--- config.mk ---
export PLATFORM = sky130hd
export DESIGN_NAME = julia_pixel_iterator
export DESIGN_NICKNAME = d
export VERILOG_FILES = /design/src/rtl/julia_pixel_iterator.sv
export SDC_FILE = /design/constraint.sdc
export NUM_CORES = 1
export LEC_CHECK = 0
export ABC_CLOCK_PERIOD_IN_PS = 3000
export CORE_UTILIZATION = 38
export DETAILED_ROUTE_END_ITERATION = 7
export PLACE_DENSITY = 0.81
export SETUP_SLACK_MARGIN = 0.5
export SYNTH_ARGS = -nofsm -noshare
export SYNTH_HDL_FRONTEND = slang
export SYNTH_SLANG_ARGS = --single-unit
--- constraint.sdc ---
create_clock -name clk -period 3 [get_ports clk]
set_clock_uncertainty 0.05 [all_clocks]
set_input_delay 0.9 -clock clk [delete_from_list [all_inputs] [get_ports clk]]
set_output_delay 0.9 -clock clk [all_outputs]
set_load 0.05 [all_outputs]
--- src/rtl/julia_pixel_iterator.sv ---
// julia_pixel_iterator
//   Iteration controller for one Julia-set pixel. Takes a job (z0, c) over a
//   valid/ready handshake, drives an external combinational z_calculator with
//   the registered z, c and iteration count k, feeds the returned z back each
//   cycle until |z|^2 escapes or the iteration cap is hit, then offers
//   (iterations, escaped) over a second valid/ready handshake.
//
//   Optional build macro: JULIA_ITER_CHECK_EN
//     Compares the calculator's iteration passthrough against k every ITER
//     cycle. A mismatch sets the sticky iter_error flag and forces a capped
//     result carrying the current k. Without the macro the passthrough is
//     ignored and iter_error is tied low.

module julia_pixel_iterator #(
  parameter int WIDTH        = 22,
  parameter int FRACTIONAL   = 11,
  parameter int INTEGRAL     = 11,
  parameter int MAX_ITER     = 255,
  parameter int ESCAPE_LIMIT = 4
) (
  input  logic             clk,
  input  logic             n_rst,
  // job intake
  input  logic             start_valid,
  output logic             start_ready,
  input  logic [WIDTH-1:0] z0_real,
  input  logic [WIDTH-1:0] z0_imag,
  input  logic [WIDTH-1:0] c_real,
  input  logic [WIDTH-1:0] c_imag,
  // to z_calculator
  output logic [WIDTH-1:0] calc_z_real_out,
  output logic [WIDTH-1:0] calc_z_imag_out,
  output logic [WIDTH-1:0] calc_c_real_out,
  output logic [WIDTH-1:0] calc_c_imag_out,
  output logic [7:0]       calc_iteration_out,
  // from z_calculator
  input  logic [WIDTH-1:0] calc_z_real_in,
  input  logic [WIDTH-1:0] calc_z_imag_in,
  input  logic [WIDTH-1:0] calc_size_squared_in,
  input  logic [7:0]       calc_iteration_in,
  // result delivery
  output logic             result_valid,
  input  logic             result_ready,
  output logic [7:0]       result_iterations,
  output logic             result_escaped,
  output logic             iter_error
);

  // Elaboration-time parameter sanity checks.
  if (WIDTH != FRACTIONAL + INTEGRAL) begin : g_bad_width
    $error("julia_pixel_iterator: WIDTH must equal FRACTIONAL + INTEGRAL");
  end
  if (MAX_ITER < 1 || MAX_ITER > 255) begin : g_bad_max_iter
    $error("julia_pixel_iterator: MAX_ITER must be in 1..255");
  end

  localparam logic signed [WIDTH-1:0] ESCAPE_THRESHOLD = WIDTH'(ESCAPE_LIMIT << FRACTIONAL);
  localparam logic [7:0]              MAX_ITER_K       = 8'(MAX_ITER);

  typedef enum logic [1:0] {
    S_IDLE = 2'd0,
    S_ITER = 2'd1,
    S_DONE = 2'd2
  } state_t;

  state_t           r_state;
  state_t           w_next_state;

  logic [WIDTH-1:0] r_z_real;
  logic [WIDTH-1:0] r_z_imag;
  logic [WIDTH-1:0] r_c_real;
  logic [WIDTH-1:0] r_c_imag;
  logic [7:0]       r_k;
  logic [7:0]       r_result_iterations;
  logic             r_result_escaped;

  logic [7:0]       w_k_next;
  logic             w_escape;
  logic             w_capped;
  logic             w_mismatch;
  logic             w_accept;

  assign w_k_next = r_k + 8'd1;
  assign w_accept = start_valid && (r_state == S_IDLE);

  // A negative |z|^2 means the calculator overflowed, which is treated as an
  // escape. Equality with the threshold is not an escape.
  assign w_escape = calc_size_squared_in[WIDTH-1] ||
                    ($signed(calc_size_squared_in) > ESCAPE_THRESHOLD);
  assign w_capped = (w_k_next == MAX_ITER_K);

`ifdef JULIA_ITER_CHECK_EN
  logic r_iter_error;

  assign w_mismatch = (calc_iteration_in != r_k);
  assign iter_error = r_iter_error;

  // Sticky passthrough-mismatch flag; only reset clears it.
  always_ff @(posedge clk or negedge n_rst) begin
    if (!n_rst) begin
      r_iter_error <= 1'b0;
    end else if (r_state == S_ITER && w_mismatch) begin
      r_iter_error <= 1'b1;
    end
  end
`else
  logic w_unused_iteration;

  assign w_mismatch         = 1'b0;
  assign iter_error         = 1'b0;
  assign w_unused_iteration = &{1'b0, calc_iteration_in};
`endif

  // State register.
  always_ff @(posedge clk or negedge n_rst) begin
    // NOTE: sequential state uses non-blocking (<=) so every flop samples
    // pre-edge values regardless of block ordering.
    if (!n_rst) begin
      r_state <= S_IDLE;
    end else begin
      r_state <= w_next_state;
    end
  end

  // Next-state and handshake decode; handshakes depend on state only.
  always_comb begin
    // NOTE: defaults first so no path leaves an output unassigned (no latch).
    w_next_state = r_state;
    start_ready  = 1'b0;
    result_valid = 1'b0;
    unique case (r_state)
      S_IDLE: begin
        start_ready = 1'b1;
        if (start_valid) w_next_state = S_ITER;
      end
      S_ITER: begin
        if (w_mismatch || w_escape || w_capped) w_next_state = S_DONE;
      end
      S_DONE: begin
        result_valid = 1'b1;
        if (result_ready) w_next_state = S_IDLE;
      end
      default: w_next_state = S_IDLE;
    endcase
  end

  // Job registers, iteration count and result capture.
  always_ff @(posedge clk or negedge n_rst) begin
    // NOTE: every register here is a plain flop (no memory array), so all of
    // them reset; an aborted job leaves nothing behind.
    if (!n_rst) begin
      r_z_real            <= '0;
      r_z_imag            <= '0;
      r_c_real            <= '0;
      r_c_imag            <= '0;
      r_k                 <= '0;
      r_result_iterations <= '0;
      r_result_escaped    <= 1'b0;
    end else if (w_accept) begin
      r_z_real <= z0_real;
      r_z_imag <= z0_imag;
      r_c_real <= c_real;
      r_c_imag <= c_imag;
      r_k      <= '0;
    end else if (r_state == S_ITER) begin
      if (w_mismatch) begin
        r_result_iterations <= r_k;
        r_result_escaped    <= 1'b0;
      end else if (w_escape) begin
        r_result_iterations <= w_k_next;
        r_result_escaped    <= 1'b1;
      end else if (w_capped) begin
        r_result_iterations <= MAX_ITER_K;
        r_result_escaped    <= 1'b0;
      end else begin
        r_z_real <= calc_z_real_in;
        r_z_imag <= calc_z_imag_in;
        r_k      <= w_k_next;
      end
    end
  end

  assign calc_z_real_out    = r_z_real;
  assign calc_z_imag_out    = r_z_imag;
  assign calc_c_real_out    = r_c_real;
  assign calc_c_imag_out    = r_c_imag;
  assign calc_iteration_out = r_k;
  assign result_iterations  = r_result_iterations;
  assign result_escaped     = r_result_escaped;

endmodule

Word-level counts from Yosys, hierarchy flattened
Cells that the tools add are included.

Register bits: 107. Input bits: 166. Output and inout bits: 108. Logic and storage cells: 50.

Add/subtract/negate cells: 1. Magnitude comparators: 1. Equality and inequality tests: 8. Mux-type cells: 22. Bitwise operators: 1. Reduce and logical (&&, ||, !) cells: 9.

Operator list (number): 22-bit two-way mux (8); 8-bit two-way mux (6); 22-bit by 15-bit greater-than comparator with 1-bit output, second input constant (1); 3-bit AND reduction (3); 8-bit by 1-bit adder with 8-bit output, second input constant (1); 8-bit equality test, second input constant (1); 2-bit two-way mux (3); 2-bit inequality test, second input constant (3); 2-bit case mux with 3 select lines (1); 1-bit two-way mux (4); 2-bit by 1-bit inequality test with 1-bit output, second input constant (2); 2-bit nonzero test (2); 2-bit by 1-bit equality test with 1-bit output, second input constant (1); 2-bit equality test, second input constant (1); 2-bit logical NOT (1); 1-bit logical OR (2); 1-bit logical AND (1); 1-bit inverter (1).

Longest topological paths before layout
Gate-level depths: netlist (run 1).

Depth after elaboration: 6. Mapped depth: 9. Mapped depth without buffers: 7.

Worst setup path before layout (run 1)
OpenSTA, ideal clock, no wires.

Kind: input -> register. From: input port calc_size_squared_in[6]. To: register r_z_imag[10], in the netlist calc_z_imag_out[10]. Setup time: 0.118 ns. Arrival time: 2.564 ns. Setup slack: 0.268 ns. Stages on the path: 7. Buffers on the path: 1. Cells stage by stage: nor4_1 a41oi_1 or2_1 a311oi_4 nor2_4 buf_6 a21o_1.

Word-level cells in the longest chain between the ends: 4.

Ends and longest elaborated chain: from (decl) (line 39) `input logic [WIDTH-1:0] calc_size_squared_in,`; 22-bit by 15-bit greater-than comparator with 1-bit output (line 89) `($signed(calc_size_squared_in) > ESCAPE_THRESHOLD);`; 1-bit logical OR (line 88) `assign w_escape = calc_size_squared_in[WIDTH-1] ||`; 2-bit by 1-bit inequality test with 1-bit output (no source line); 3-bit AND reduction (no source line); to (signal assigned) (line 161) `r_z_imag <= z0_imag;`; to (signal assigned) (line 177) `r_z_imag <= calc_z_imag_in;`; to (decl) (line 70) `logic [WIDTH-1:0] r_z_imag;`.

No other way between the ends. A chain may end at the register's enable or synchronous reset.

Final worst setup path (run 1)
From: register r_k[1], in the netlist calc_iteration_out[1]. To: register r_z_imag[17], in the netlist calc_z_imag_out[17].

Word-level cells in the longest chain between the ends: 4.

Ends and longest elaborated chain: from (decl) (line 73) `logic [7:0] r_k;`; from (signal assigned) (line 178) `r_k <= w_k_next;`; 8-bit by 1-bit adder with 8-bit output (line 83) `assign w_k_next = r_k + 8'd1;`; 8-bit equality test (line 90) `assign w_capped = (w_k_next == MAX_ITER_K);`; 2-bit by 1-bit inequality test with 1-bit output (no source line); 3-bit AND reduction (no source line).

No other way between the ends.

==> results of run 1 <==
worst max-delay path, cell delays in order, from the launching register on:
cell      delay, ps
dfrtp_2         430
nand4_1         200
or3_4           400
a22oi_2         240
a311oi_4        130
buf_6           150
buf_6           110
buf_12          110
buf_8           130
buf_12          120
buf_16          130
a22o_1          220
a21o_1          170
cells in the mapped netlist (all sizes together) (2+ instances only):
cell type  instances
dfrtp            107
a21o              45
a22o              44
mux2              44
nor2              15
buf               14
clkbuf            10
a2bb2oi            6
inv                6
xnor2              6
nand2              5
nand3              5
nor4               5
nand3b             4
o21ai              4
xor2               4
a21oi              3
ha                 2
nor2b              2
nor3               2
registers in the layout, summed over array words and instances, names as in the netlist:
name,cells
calc_z_imag_out,22
calc_iteration_out,8
r_state,2
result_iterations,8
calc_c_imag_out,22
result_escaped,1
calc_c_real_out,22
calc_z_real_out,22
through the flow:
| stage | hold slack (ps) | cells | utilization [%] |
|---|---|---|---|
| 2_1_floorplan | 554.4 | 349 | - |
| 3_3_place_gp | 409.8 | 747 | 64.36 |
| 3_5_place_dp | 414.2 | 747 | 64.36 |
| 4_1_cts | 430.7 | 803 | 73.01 |
| 5_1_grt | 451.2 | 811 | 74.68 |
| 6_report | 422.4 | 811 | 74.68 |
logic make-up (layout without fill, tap and decap cells):
| logic type | after synthesis | count (layout) |
|---|---|---|
| compound gates | 111 | 111 |
| xor+xnor | 10 | 10 |
| fa+ha+maj | 2 | 2 |
| buf+inv | 30 | 349 |
| flops | 107 | 107 |
| mux | 44 | 44 |
| other cells | 1 | 1 |
| simple gates | 44 | 44 |
final timing paths:
| check | endpoint | startpoint | slack (ps) | cells past startpoint |
|---|---|---|---|---|
| worst min register to register | calc_z_imag_out[5] | calc_z_imag_out[5] | 420 | 1 |
| min in group asynchronous | calc_z_real_out[3] | n_rst | 500 | 1 |
| max in group asynchronous | calc_iteration_out[3] | n_rst | 1730 | 2 |
| worst max-delay path | calc_z_imag_out[17] | calc_iteration_out[1] | 290 | 12 |
| worst max register to register | calc_z_imag_out[17] | calc_iteration_out[1] | 290 | 12 |
| worst min-delay path | calc_z_imag_out[5] | calc_z_imag_out[5] | 420 | 1 |
power by group through the flow:
stage,Clock [mW],Combinational (mW),Sequential [mW]
after global placement,0,5.06,2.42
after floorplan,0,1.01,4.69
final,1.21,5.42,2.44
after global routing,1.29,5.62,2.52
after detailed placement,0,5.12,2.47
after CTS,1.24,5.44,2.44
layout make-up:
cell class	count	area share, %
multi-input cells	212	21.71
inverters	6	0.2586
well taps	143	2.054
flip-flops and latches	107	30.81
clock inverters	4	0.5603
repair buffers	327	41.66
clock buffers	12	2.945
what timing repair did:
action                     4_1_cts  5_1_grt
pin swaps                       47       34
buffers inserted                28        8
gates cloned                    12        0
gates resized for setup        106       58
setup endpoints to repair       76       95
per-layer routing:
metal  up-vias  global-route usage (%)
li1       1913                       -
met1      2129                   28.18
met2       187                   46.79
met3        20                   6.479
met4         0                   8.178
met5         -                       0
==> flow_summary.toml, run 1 <==
[run_status]
status = "finished, final reports clean"

[sta]
final-setup-viol-count = 0
worst_slew_pin_slew_ps = 577.2
maxSlewViolCount = 0
timing.final.hold_violations = 0
worst_slack_ps = 288.2
fin_crit_sh_pct = 90.39
fmax_ghz = 0.3688
fin_tns_setup_ps = 0
relSlewSlack_pct = 61.52
rsz0062_at_grt = "true"
period_needed_ps = 2712

[pwr]
seqPwrFrac_pct = 26.9
power_mw = 9.070
combPwrFrac_pct = 59.8
p_leak_nw = 4.224
p_per_area_mw_per_mm2 = 1041
p_sw_mw = 4.157
swShare_pct = 45.83
pwr-share-clk_pct = 13.3
power.internal_mw = 4.913
max-vdd-ir-drop_mv = 0.7785

[global_route]
grt_pass1_vias = 4604
grt_pass1_wl_mm = 24.38
grt_max_degree = 45
grt_usage_pct = 25.24
antenna_found_initial = 0
grt-ovfl-total = 0

[clock_tree]
clk_latency_ps = 340
htreeDepth = 3
cts.reportedPaths.clkPinSlew_ps = 70
cts_inserted_buffers = 9
tritoncts = "built"
cts_max_path_buffers = 2
cts_root_buf = "clkbuf_16"
cts_hold_buf = 0
cts_num_sinks = 107

[routing]
dr.pass1.iters = 4
ant_nets = 0
drt_iter0_drc = 201
drc_errors = 0
wl_mm = 15.85
top_layer = "met4"
vias = 4249
met3WireLength_mm = 1.136
routedWlPerCell_um = 19.55
wl_met2_mm = 8.508
vias_per_cell = 5.239
drt-met1-wl_mm = 5.928

[synth]
ys_warn_count = 0
synth_cell_types = 44
netlist_instances = 349
postSynth.asyncResetShare_pct = 100.0
ys_ff_latch = 107
synth_seq_area_share_pct = 57.73
synthMuxAreaShare_pct = 10.68
yosysTopAreaCell = "dfrtp_1"
synthAdderAreaFrac_pct = 0.5395
synth_nets = 517
yosys-top-cells-area = "dfrtp_1, mux2_2, a22o_1, a21o_1, buf_6"
yosys.area_share.simple_pct = 5.179
avgSynthCellArea_um2 = 13.29
synth_top_family_by_area = "compound AO/OA/AOI/OAI gates"
synth_top_area_share_pct = 57.73
synth_flop_cell = "dfrtp_1"
yosys.area_share.xor_xnor_pct = 1.888
synth-edff-count = 0
netlist_area_mm2 = 0.004638
synth_compound_area_share_pct = 19.88

[setup_path]
path_class = "reg2reg"
arrival_ps = 2890
critPathMaxFanout = 8
cp-start-kind = "flip-flop"
endpoint_kind = "flip-flop"
crit_required_ps = 3180

[final_layout]
seq_area_mm2 = 0.002684
layout_commonest_cell = "clkdlybuf4s50_1"
fin_area_mm2 = 0.008710
num-fill-cells = 764
mostFrequentLayoutCells = "clkdlybuf4s50_1, dfrtp_1, mux2_2, a22o_1, a21o_1"
diodes = 0
nNetsFinal = 831
syn2layout_area_growth_pct = 87.78
multi_input_area_mm2 = 0.001891
drive_above_1_share_pct = 25.00

[placement]
dpl_worst_slack_ps = -150.1
gp_congestion = 0.7909
portBuffers = 264
postPlaceCellArea_mm2 = 0.007506
hpwl_mm = 10.14

[worst_hold_path]
hp-class = "reg2reg"

[floorplanning]
rows = 39
die-area_mm2 = 0.01265
boundaryPins = 274
initial_core_util_pct = 39.77
die_h_um = 112.5
core-area_mm2 = 0.01166
die_width_um = 112.5

[run]
maxCapViolations = 0
Power figures use the tool's default switching activity.
==> run 2, diff against run 1 <==
SLEW_MARGIN = 10   (was unset)
==> results of run 2 <==
The final DEF is identical to that of run 1; final timing and power are the same.
==> run 3, diff against run 2 <==
CORE_ASPECT_RATIO = 0.75   (was unset)
==> run 3 against run 2 <==
Non-clock buffer count down 14. Sequential power about the same. Count of clock-buffer cells in the layout unchanged. Critical path depth down 1. Global-route usage down 2.1 points. Routed wire length down 6.4%. First-iteration DRC count down 16%. Core utilization down 2.5 points. Combinational power down 3%. Power down 2.2%. Clock power down 3%. Critical endpoint is now calc_z_real_out[21]. Largest cell class unchanged. Highest routed layer unchanged.
==> flow_summary.toml, run 3 (synthesis results as in run 1) <==
[floorplanning]
die_width_um = 129.6
core-area_mm2 = 0.01174
die_h_um = 97.68
boundaryPins = 274
initial_core_util_pct = 39.50
die-area_mm2 = 0.01266
rows = 34

[sta]
period_needed_ps = 2555
final-setup-viol-count = 0
maxSlewViolCount = 0
fin_crit_sh_pct = 85.15
timing.final.hold_violations = 0
hold_ws_ps = 427.2
worst_slack_ps = 445.4
fmax_ghz = 0.3914
relSlewSlack_pct = 63.28
worst_slew_pin_slew_ps = 549.8
rsz0062_at_grt = "true"

[final_layout]
num-fill-cells = 853
final_cells = 816
syn2layout_area_growth_pct = 82.84
fin_util_pct = 72.23
drive_above_1_share_pct = 23.70
fin_area_mm2 = 0.008481
mostFrequentLayoutCells = "clkdlybuf4s50_1, dfrtp_1, mux2_2, a22o_1, a21o_1"
layout_commonest_cell = "clkdlybuf4s50_1"
nNetsFinal = 817
diodes = 0

[setup_path]
crit_required_ps = 3190
r2r-end = "calc_z_real_out[19]"
regToRegStartpoint = "calc_iteration_out[1]"
cp-start-kind = "primary input"
reg2regPathDepth = 10
path_class = "in2reg"
arrival_ps = 2740
endpoint_kind = "flip-flop"
critPathMaxFanout = 6
r2r_slack_ps = 520

[pwr]
p_leak_nw = 4.178
max-vdd-ir-drop_mv = 0.7080
p_sw_mw = 4.109
seqPwrFrac_pct = 27.4
combPwrFrac_pct = 59.5
swShare_pct = 46.30
p_per_area_mw_per_mm2 = 1046
pwr-share-clk_pct = 13.2
power.internal_mw = 4.766

[worst_hold_path]
holdCritStartpoint = "calc_z_imag_out[2]"
holdPathStages = 1
hold-path-endpoint = "calc_z_imag_out[2]"
hp-class = "reg2reg"

[routing]
routedWlPerCell_um = 18.19
wl_mm = 14.84
vias_per_cell = 5.070
drc_errors = 0
dr.pass1.iters = 4
vias = 4137
ant_nets = 0
drt_iter0_drc = 168

[global_route]
grt_max_degree = 43
grt_usage_pct = 23.14
grt-ovfl-total = 0
grt_pass1_vias = 4341
grt_pass1_wl_mm = 22.22
antenna_found_initial = 0

[clock_tree]
cts_max_path_buffers = 2
cts_root_buf = "clkbuf_16"
cts_hold_buf = 0
clk_latency_ps = 340
cts.reportedPaths.clkPinSlew_ps = 70
htreeDepth = 3
cts_inserted_buffers = 9
tritoncts = "built"
cts_num_sinks = 107

[placement]
portBuffers = 264
dp.cells = 768
gp_congestion = 0.7986
postPlaceCellArea_mm2 = 0.007557
dpl_worst_slack_ps = -241.2
hpwl_mm = 10.13

[run_status]
status = "finished, final reports clean"

[run]
maxCapViolations = 0
==> run 3: power groups by stage <==
stage | clock network [mW] | registers [mW] | logic, mW
floorplan | 0 | 4.69 | 1.01
global placement | 0 | 2.42 | 5.04
detailed placement | 0 | 2.47 | 5.10
CTS | 1.19 | 2.44 | 5.30
global route | 1.26 | 2.52 | 5.47
finish | 1.17 | 2.43 | 5.28
==> run 3: area by class of cell <==
class | count | area (um^2) | share of cell area [%]
Clock inverter | 4 | 31.28 | 0.3688
Sequential cell | 107 | 2681 | 31.62
Multi-Input combinational cell | 212 | 1917 | 22.60
Clock buffer | 12 | 266.5 | 3.143
Timing Repair Buffer | 313 | 3359 | 39.61
Inverter | 6 | 22.52 | 0.2656
Tap cell | 162 | 202.7 | 2.390
==> run 3: how the worst max path moves through the flow <==
| stage | startpoint | end | slack [ps] | depth (start not counted) |
|---|---|---|---|---|
| 2_1_floorplan | calc_size_squared_in[2] | calc_z_imag_out[10] | 350 | 7 |
| 3_3_place_gp | calc_size_squared_in[2] | calc_z_imag_out[17] | -180 | 8 |
| 3_5_place_dp | calc_size_squared_in[6] | calc_z_imag_out[7] | -240 | 8 |
| 4_1_cts | calc_iteration_out[1] | calc_z_real_out[21] | 350 | 11 |
| 5_1_grt | calc_size_squared_in[7] | calc_z_real_out[14] | 420 | 11 |
| 6_report | calc_size_squared_in[7] | calc_z_real_out[21] | 450 | 11 |
==> run 3: repair_timing <==
action / in CTS / in global routing
gates cloned: 6 / 1
resized for setup: 78 / 90
setup buffers: 14 / 11
pin swaps: 15 / 47
endpoints found under the setup margin: 64 / 106
hold endpoints to repair: 0 / 0
==> run 3: critical path: stages <==
cell and delay [ps]:
buf_6 100, nor4_4 280, a41oi_2 160, or2_4 270, a311oi_4 270, buf_6 160
nor2_4 30, buf_12 140, buf_6 110, buf_12 120, a21o_2 200
==> run 3: per-stage QoR <==
| step | total power [mW] | TNS [ps] |
|---|---|---|
| floorplan | 5.697 | 0 |
| global placement | 7.461 | -6155 |
| detailed placement | 7.571 | -8390 |
| CTS | 8.939 | 0 |
| global route | 9.245 | 0 |
| finish | 8.874 | 0 |
==> run 3: layer usage <==
layer / global-route usage, % / up-vias / wire length [um]
met5: 0 / - / 0
met3: 8.590 / 24 / 1198
met1: 25.50 / 2047 / 5635
met2: 41.46 / 179 / 7783
li1: - / 1887 / -
met4: 5.993 / 0 / 225
